`src/rtl/riscv_ctrl_pkg.sv`:
```
// Shared definitions for the pipelined control unit.
//   - opcode encodings of the supported instruction classes
//   - ALU op class codes carried in the control bundle
//   - control bundle struct; the 9 low bits follow the order
//     {branch, mem_to_reg, reg_write, mem_read, mem_write, alu_src, alu_op}
//     and jump sits above them
//   - forwarding select encodings
package riscv_ctrl_pkg;

    localparam logic [6:0] OP_R    = 7'h33;
    localparam logic [6:0] OP_I    = 7'h13;
    localparam logic [6:0] OP_U    = 7'h37;
    localparam logic [6:0] OP_LOAD = 7'h03;
    localparam logic [6:0] OP_S    = 7'h23;
    localparam logic [6:0] OP_SB   = 7'h63;
    localparam logic [6:0] OP_JAL  = 7'h6F;
    localparam logic [6:0] OP_JALR = 7'h67;

    localparam int ALU_OP_W = 3;

    localparam logic [ALU_OP_W-1:0] ALU_R    = 3'd0;
    localparam logic [ALU_OP_W-1:0] ALU_I    = 3'd1;
    localparam logic [ALU_OP_W-1:0] ALU_U    = 3'd2;
    localparam logic [ALU_OP_W-1:0] ALU_LOAD = 3'd3;
    localparam logic [ALU_OP_W-1:0] ALU_S    = 3'd4;
    localparam logic [ALU_OP_W-1:0] ALU_SB   = 3'd5;
    localparam logic [ALU_OP_W-1:0] ALU_JAL  = 3'd6;
    localparam logic [ALU_OP_W-1:0] ALU_JALR = 3'd7;

    typedef struct packed {
        logic                jump;
        logic                branch;
        logic                mem_to_reg;
        logic                reg_write;
        logic                mem_read;
        logic                mem_write;
        logic                alu_src;
        logic [ALU_OP_W-1:0] alu_op;
    } ctrl_t;

    localparam logic [1:0] FWD_RF     = 2'b00;
    localparam logic [1:0] FWD_EX_MEM = 2'b10;
    localparam logic [1:0] FWD_MEM_WB = 2'b01;

endpackage

```
`src/rtl/control_decoder.sv`:
```
// Combinational ID-stage decoder.
// Ports:
//   op        in   7  opcode of the instruction in ID
//   ctrl      out     decoded control bundle
//   rs1_used  out  1  instruction reads rs1
//   rs2_used  out  1  instruction reads rs2
//   illegal   out  1  opcode is not one of the supported classes
module control_decoder
    import riscv_ctrl_pkg::*;
#(
    parameter bit ILLEGAL_AS_NOP = 1'b1
) (
    input  logic [6:0] op,
    output ctrl_t      ctrl,
    output logic       rs1_used,
    output logic       rs2_used,
    output logic       illegal
);

    always_comb begin
        ctrl     = '0;
        rs1_used = 1'b0;
        rs2_used = 1'b0;
        illegal  = 1'b0;
        case (op)
            OP_R: begin
                ctrl.reg_write = 1'b1;
                ctrl.alu_op    = ALU_R;
                rs1_used       = 1'b1;
                rs2_used       = 1'b1;
            end
            OP_I: begin
                ctrl.reg_write = 1'b1;
                ctrl.alu_src   = 1'b1;
                ctrl.alu_op    = ALU_I;
                rs1_used       = 1'b1;
            end
            OP_U: begin
                ctrl.reg_write = 1'b1;
                ctrl.alu_src   = 1'b1;
                ctrl.alu_op    = ALU_U;
            end
            OP_LOAD: begin
                ctrl.mem_to_reg = 1'b1;
                ctrl.reg_write  = 1'b1;
                ctrl.mem_read   = 1'b1;
                ctrl.alu_src    = 1'b1;
                ctrl.alu_op     = ALU_LOAD;
                rs1_used        = 1'b1;
            end
            OP_S: begin
                ctrl.mem_write = 1'b1;
                ctrl.alu_src   = 1'b1;
                ctrl.alu_op    = ALU_S;
                rs1_used       = 1'b1;
                rs2_used       = 1'b1;
            end
            OP_SB: begin
                ctrl.branch = 1'b1;
                ctrl.alu_op = ALU_SB;
                rs1_used    = 1'b1;
                rs2_used    = 1'b1;
            end
            OP_JAL: begin
                ctrl.jump      = 1'b1;
                ctrl.reg_write = 1'b1;
                ctrl.alu_op    = ALU_JAL;
            end
            OP_JALR: begin
                ctrl.jump      = 1'b1;
                ctrl.reg_write = 1'b1;
                ctrl.alu_op    = ALU_JALR;
                rs1_used       = 1'b1;
            end
            default: begin
                illegal = 1'b1;
                // legacy mode drives every control bit high
                if (!ILLEGAL_AS_NOP) ctrl = '1;
            end
        endcase
    end

endmodule

```
`src/rtl/pipelined_control_unit.sv`:
```
// Pipelined control unit: decodes in ID, carries the control bundle through
// ID/EX, EX/MEM and MEM/WB, and produces stall, flush and EX forwarding selects.
// Ports:
//   clk, reset                          clock, async active-low reset
//   op_id_i, rs1_id_i, rs2_id_i, rd_id_i  instruction fields in ID
//   branch_taken_i                      EX branch compare result
//   pc_write_o, if_id_write_o           0 holds PC / IF/ID (load-use stall)
//   if_id_flush_o                       1 loads NOP into IF/ID (taken branch/jump)
//   ex_alu_src_o, ex_alu_op_o, ex_branch_o, ex_jump_o   EX-stage controls
//   fwd_a_o, fwd_b_o                    ALU operand source selects
//   mem_read_o, mem_write_o             MEM-stage controls
//   wb_reg_write_o, wb_mem_to_reg_o, wb_rd_o  WB-stage controls
//   illegal_o                           sticky illegal-opcode flag
module pipelined_control_unit
    import riscv_ctrl_pkg::*;
#(
    parameter int ALU_OP_WIDTH   = 3,
    parameter int REG_ADDR_WIDTH = 5,
    parameter bit ILLEGAL_AS_NOP = 1'b1
) (
    input  logic                      clk,
    input  logic                      reset,
    input  logic [6:0]                op_id_i,
    input  logic [REG_ADDR_WIDTH-1:0] rs1_id_i,
    input  logic [REG_ADDR_WIDTH-1:0] rs2_id_i,
    input  logic [REG_ADDR_WIDTH-1:0] rd_id_i,
    input  logic                      branch_taken_i,
    output logic                      pc_write_o,
    output logic                      if_id_write_o,
    output logic                      if_id_flush_o,
    output logic                      ex_alu_src_o,
    output logic [ALU_OP_WIDTH-1:0]   ex_alu_op_o,
    output logic                      ex_branch_o,
    output logic                      ex_jump_o,
    output logic [1:0]                fwd_a_o,
    output logic [1:0]                fwd_b_o,
    output logic                      mem_read_o,
    output logic                      mem_write_o,
    output logic                      wb_reg_write_o,
    output logic                      wb_mem_to_reg_o,
    output logic [REG_ADDR_WIDTH-1:0] wb_rd_o,
    output logic                      illegal_o
);

    typedef logic [REG_ADDR_WIDTH-1:0] reg_addr_t;

    ctrl_t     id_ctrl;
    logic      id_rs1_used;
    logic      id_rs2_used;
    logic      id_illegal;
    reg_addr_t id_rd;
    reg_addr_t id_rs1;
    reg_addr_t id_rs2;

    ctrl_t     ex_ctrl;
    reg_addr_t ex_rd;
    reg_addr_t ex_rs1;
    reg_addr_t ex_rs2;

    logic      em_reg_write;
    logic      em_mem_to_reg;
    logic      em_mem_read;
    logic      em_mem_write;
    reg_addr_t em_rd;

    logic      mw_reg_write;
    logic      mw_mem_to_reg;
    reg_addr_t mw_rd;

    logic      illegal_q;
    logic      load_use;
    logic      flush;
    logic      stall;

    control_decoder #(
        .ILLEGAL_AS_NOP (ILLEGAL_AS_NOP)
    ) u_decoder (
        .op       (op_id_i),
        .ctrl     (id_ctrl),
        .rs1_used (id_rs1_used),
        .rs2_used (id_rs2_used),
        .illegal  (id_illegal)
    );

    // An illegal opcode in NOP mode becomes a true bubble, rd included.
    // Unused source fields are zeroed so they can never match a destination.
    assign id_rd  = (id_illegal && ILLEGAL_AS_NOP) ? '0 : rd_id_i;
    assign id_rs1 = id_rs1_used ? rs1_id_i : '0;
    assign id_rs2 = id_rs2_used ? rs2_id_i : '0;

    assign load_use = ex_ctrl.mem_read && (ex_rd != '0) &&
                      ((id_rs1_used && (ex_rd == rs1_id_i)) ||
                       (id_rs2_used && (ex_rd == rs2_id_i)));
    assign flush    = (ex_ctrl.branch && branch_taken_i) || ex_ctrl.jump;
    // a taken redirect discards the dependent instruction, so no hold is needed
    assign stall    = load_use && !flush;

    always_ff @(posedge clk or negedge reset) begin
        if (!reset) begin
            ex_ctrl       <= '0;
            ex_rd         <= '0;
            ex_rs1        <= '0;
            ex_rs2        <= '0;
            em_reg_write  <= 1'b0;
            em_mem_to_reg <= 1'b0;
            em_mem_read   <= 1'b0;
            em_mem_write  <= 1'b0;
            em_rd         <= '0;
            mw_reg_write  <= 1'b0;
            mw_mem_to_reg <= 1'b0;
            mw_rd         <= '0;
            illegal_q     <= 1'b0;
        end else begin
            if (stall || flush) begin
                ex_ctrl <= '0;
                ex_rd   <= '0;
                ex_rs1  <= '0;
                ex_rs2  <= '0;
            end else begin
                ex_ctrl <= id_ctrl;
                ex_rd   <= id_rd;
                ex_rs1  <= id_rs1;
                ex_rs2  <= id_rs2;
            end
            em_reg_write  <= ex_ctrl.reg_write;
            em_mem_to_reg <= ex_ctrl.mem_to_reg;
            em_mem_read   <= ex_ctrl.mem_read;
            em_mem_write  <= ex_ctrl.mem_write;
            em_rd         <= ex_rd;
            mw_reg_write  <= em_reg_write;
            mw_mem_to_reg <= em_mem_to_reg;
            mw_rd         <= em_rd;
            illegal_q     <= illegal_q || id_illegal;
        end
    end

    function automatic logic [1:0] fwd_sel(input logic      em_wr,
                                           input reg_addr_t em_dst,
                                           input logic      mw_wr,
                                           input reg_addr_t mw_dst,
                                           input reg_addr_t src);
        if (em_wr && (em_dst != '0) && (em_dst == src))      return FWD_EX_MEM;
        else if (mw_wr && (mw_dst != '0) && (mw_dst == src)) return FWD_MEM_WB;
        else                                                 return FWD_RF;
    endfunction

    assign fwd_a_o = fwd_sel(em_reg_write, em_rd, mw_reg_write, mw_rd, ex_rs1);
    assign fwd_b_o = fwd_sel(em_reg_write, em_rd, mw_reg_write, mw_rd, ex_rs2);

    assign pc_write_o      = !stall;
    assign if_id_write_o   = !stall;
    assign if_id_flush_o   = flush;
    assign ex_alu_src_o    = ex_ctrl.alu_src;
    assign ex_alu_op_o     = ALU_OP_WIDTH'(ex_ctrl.alu_op);
    assign ex_branch_o     = ex_ctrl.branch;
    assign ex_jump_o       = ex_ctrl.jump;
    assign mem_read_o      = em_mem_read;
    assign mem_write_o     = em_mem_write;
    assign wb_reg_write_o  = mw_reg_write;
    assign wb_mem_to_reg_o = mw_mem_to_reg;
    assign wb_rd_o         = mw_rd;
    assign illegal_o       = illegal_q;

endmodule
```
`config.mk`:
```
export PLATFORM = sky130hd
export DESIGN_NAME = pipelined_control_unit
export DESIGN_NICKNAME = d
export VERILOG_FILES = /design/src/rtl/riscv_ctrl_pkg.sv /design/src/rtl/control_decoder.sv /design/src/rtl/pipelined_control_unit.sv
export SDC_FILE = /design/constraint.sdc
export NUM_CORES = 1
export LEC_CHECK = 0
export ABC_AREA = 1
export CORE_ASPECT_RATIO = 0.75
export CORE_MARGIN = 2
export CORE_UTILIZATION = 44
export DETAILED_ROUTE_END_ITERATION = 10
export GPL_TIMING_DRIVEN = 1
export PLACE_DENSITY = 0.79
export SKIP_LAST_GASP = 1
export SLEW_MARGIN = 20
export SYNTH_ARGS = -nofsm -noshare
export SYNTH_HDL_FRONTEND = slang
export SYNTH_SLANG_ARGS = --single-unit
```
`constraint.sdc`:
```
create_clock -name clk -period 1.5 [get_ports clk]
set_clock_uncertainty 0.15 [all_clocks]
set_input_delay 0.225 -clock clk [delete_from_list [all_inputs] [get_ports clk]]
set_output_delay 0.225 -clock clk [all_outputs]
set_load 0.05 [all_outputs]
```
==> results.py <==
metrics = {
    "grt": {
        "globalRouteMet1Util_pct": 33.85,
        "grt_pass1_vias": 1986,
        "grt_max_degree": 36,
        "grt_pass1_wl_mm": 10.15,
        "grt.total_usage_pct": 28.45,
        "overflow": 0,
        "antenna_found_initial": 0,
        "grtUsageMet2_pct": 50.24,
        "grt_util_met3_pct": 6.745,
        "grt_busiest_layer": "met2",
    },
    "worst_setup_path": {
        "rrSetupSlack_ns": -0.42,
        "worstSetupStartpointType": "flip-flop",
        "required_ns": 1.12,
        "cpMostUsedCell": "buf_6",
        "cp_data_arrival_time_ns": 1.74,
        "crit_fanout": 3,
        "cpMaxStageDelayCell": "dfrtp_2",
        "critical_path.cell_chain": "buf_6, xor2_1, nor2_1, nand2_1, nand2_2, nand3_4, buf_6",
        "worst-setup-path-type": "reg2out",
        "crit_path_max_incr_delay_ns": 0.45,
        "endpoint_kind": "primary output",
    },
    "clock_network": {
        "cts_tree": "built",
        "cts.sinks": 40,
        "clock_latency_ns": 0.30,
        "cts_inserted_buffers": 5,
        "cts_max_path_buffers": 2,
        "clockRootBuffer": "clkbuf_8",
        "htree_levels": 2,
        "clk_pin_slew_ns": 0.09,
    },
    "floorplan": {
        "ioPinCount": 48,
        "dieArea_sq_um": 4891,
        "die_w_um": 80.09,
        "rows": 20,
        "core-area_sq_um": 4104,
        "initial_core_util_pct": 46.55,
        "die_y_um": 61.07,
    },
    "power": {
        "leakagePower_nw": 1.693,
        "combinationalPowerShare_pct": 14.9,
        "p_sw_mw": 0.6483,
        "seqPwrFrac_pct": 46.3,
        "p_sw_share_pct": 26.81,
        "design_power_total_mw": 2.418,
        "p_int_mw": 1.770,
        "power.density_nw_per_um2": 690.9,
        "ir_worst_vdd_mv": 0.5276,
        "power_frac_clock_pct": 38.8,
    },
    "placed_design": {
        "dp_hpwl_mm": 3.609,
        "port_buffers": 47,
        "dpl_cell_area_sq_um": 2960,
        "gp_congestion": 0.9133,
    },
    "sta": {
        "fin_crit_ns": 2.118,
        "whs_ns": 0.1178,
        "worstMarginPinSlew_ns": 0.3541,
        "relSlewSlack_pct": 76.28,
        "period_share_pct": 141.2,
        "final_hold_viol_count": 0,
        "finalSetupViolations": 32,
        "fmaxAchievable_mhz": 472.1,
        "report.final.slew_viol_count": 0,
        "finalWorstSetupSlack_ns": -0.6182,
        "rsz0062_at_grt": "true",
    },
    "logic_synthesis": {
        "yosysTopAreaCell": "dfrtp_1",
        "ys_seq_area_share_pct": 52.39,
        "synth_seq_cells": 40,
        "synth_cells": 209,
        "ys_types": 22,
        "syn_area_per_cell_sq_um": 9.142,
        "synth_warnings": 0,
        "mappedNetlistNets": 234,
        "synth_top_area_share_pct": 52.39,
        "synth_area_sq_um": 1911,
        "synth.top_cells.by_area": "dfrtp_1, nand2_1, xor2_1",
    },
    "status": {
        "failed_checks": "setup timing",
        "outcome": "finished with violations",
    },
    "run": {
        "drv_cap": 0,
    },
    "final_layout": {
        "layout_common_cells": "buf_4, dfrtp_1, nand2_1, buf_12, nor2_1",
        "drive_gt1_share_pct": 50.16,
        "area_delta_synth_final_pct": 83.17,
        "fill_cells": 196,
        "stdcell_area_sq_um": 3500,
        "antenna_cells": 0,
        "final_common_cell": "buf_4",
        "fin_nets": 333,
    },
    "route": {
        "dr.pass1.iters": 4,
        "vias": 1930,
        "ant_nets": 0,
        "drt-total-wl_mm": 6.718,
        "drtIter0Drc": 112,
        "wire_per_inst_um": 18.46,
        "drc": 0,
        "viasPerCell": 5.302,
    },
    "hold_path": {
        "hp-class": "in2reg",
    },
}
[cells by family (layout without fill, tap and decap cells)]
| kind of cell | count (synthesis) | after routing | share of synthesized area [%] |
|---|---|---|---|
| AOI/OAI and AO/OA | 8 | 8 | 2.489 |
| xor gates and xnor gates | 28 | 28 | 12.84 |
| buffers and inverters | 24 | 124 | 6.745 |
| DFF | 40 | 40 | 52.39 |
| and+or+nand+nor | 109 | 109 | 25.54 |
[cell type report]
| type | instances | area, sq um | area share, % |
|---|---|---|---|
| Clock inverter | 3 | 46.29 | 1.323 |
| Clock buffer | 5 | 68.82 | 1.966 |
| Inverter | 18 | 75.07 | 2.145 |
| Multi-Input combinational cell | 145 | 1067 | 30.50 |
| Sequential cell | 40 | 1010 | 28.85 |
| Tap cell | 55 | 68.82 | 1.966 |
| Timing Repair Buffer | 98 | 1164 | 33.25 |
[synthesized netlist by cell type]
cell	n
a21oi_1	1
nand3_1	9
inv_2	1
xor2_1	16
dfrtp_1	40
xnor2_1	12
buf_4	4
inv_1	17
o21a_1	1
nand2_2	3
buf_12	1
nor2_1	32
buf_6	1
a31oi_1	1
nor3_1	4
o21ai_0	4
nor4_1	2
a21oi_2	1
nor2_2	14
nand4_1	3
nand2_4	1
nand2_1	41
[critical path, delay by kind of cell, from the launching register on]
kind                   cells  cell delay (ns)
XOR/XNOR                   1             0.18
buffers and inverters      2             0.30
flip-flops                 1             0.45
AND/OR/NAND/NOR            4             0.50
[metrics by stage]
step           setup TNS (ns)  worst slack, ns  utilization [%]  std cells
2_1_floorplan          -1.488          -0.4312                -        209
3_3_place_gp           -14.99          -0.5658            72.13        334
3_5_place_dp           -17.61          -0.6465            72.13        334
4_1_cts                -7.291          -0.5320            82.80        358
5_1_grt                -13.95          -0.6566            85.27        364
6_report               -13.04          -0.6182            85.27        364
[power groups by stage]
stage	Combinational [mW]	Clock (mW)	Sequential [mW]
4_1_cts	0.332	0.923	1.12
6_report	0.360	0.939	1.12
2_1_floorplan	0.109	0	1.15
3_3_place_gp	0.295	0	1.14
5_1_grt	0.381	0.992	1.12
3_5_place_dp	0.305	0	1.14
[worst paths after layout]
kind	startpoint	to	cells after the start
min in group asynchronous	reset	ex_rd[3]	2
setup / recovery	ex_rd[3]	if_id_write_o	7
max in group asynchronous	reset	em_rd[4]	3
setup reg to reg	ex_rd[3]	ex_rs2[3]	10
hold / removal	rs2_id_i[1]	ex_rs2[1]	3
hold reg to reg	ex_ctrl[4]	mem_write_o	0
[routing by layer]
metal	up-vias	routed length, um
met3	30	475
met2	116	3552
met4	0	275
met5	-	0
met1	941	2415
li1	843	-
[repair_timing]
item                                    4_1_cts  5_1_grt
cloned                                        1        0
endpoints found under the setup margin       32       32
endpoints found under the hold margin        40        0
pin swaps                                    27       11
gates resized for setup                      55       18
hold buffers                                  1        0
buffers inserted                             19        9
[state kept, by name, summed over array words and instances, names as in the netlist, 3 cells and up]
register,count
em_rd,5
ex_alu_op_o,3
ex_ctrl,3
ex_rd,5
ex_rs1,5
ex_rs2,5
wb_rd_o,5
(Power assumes the default switching activity.)
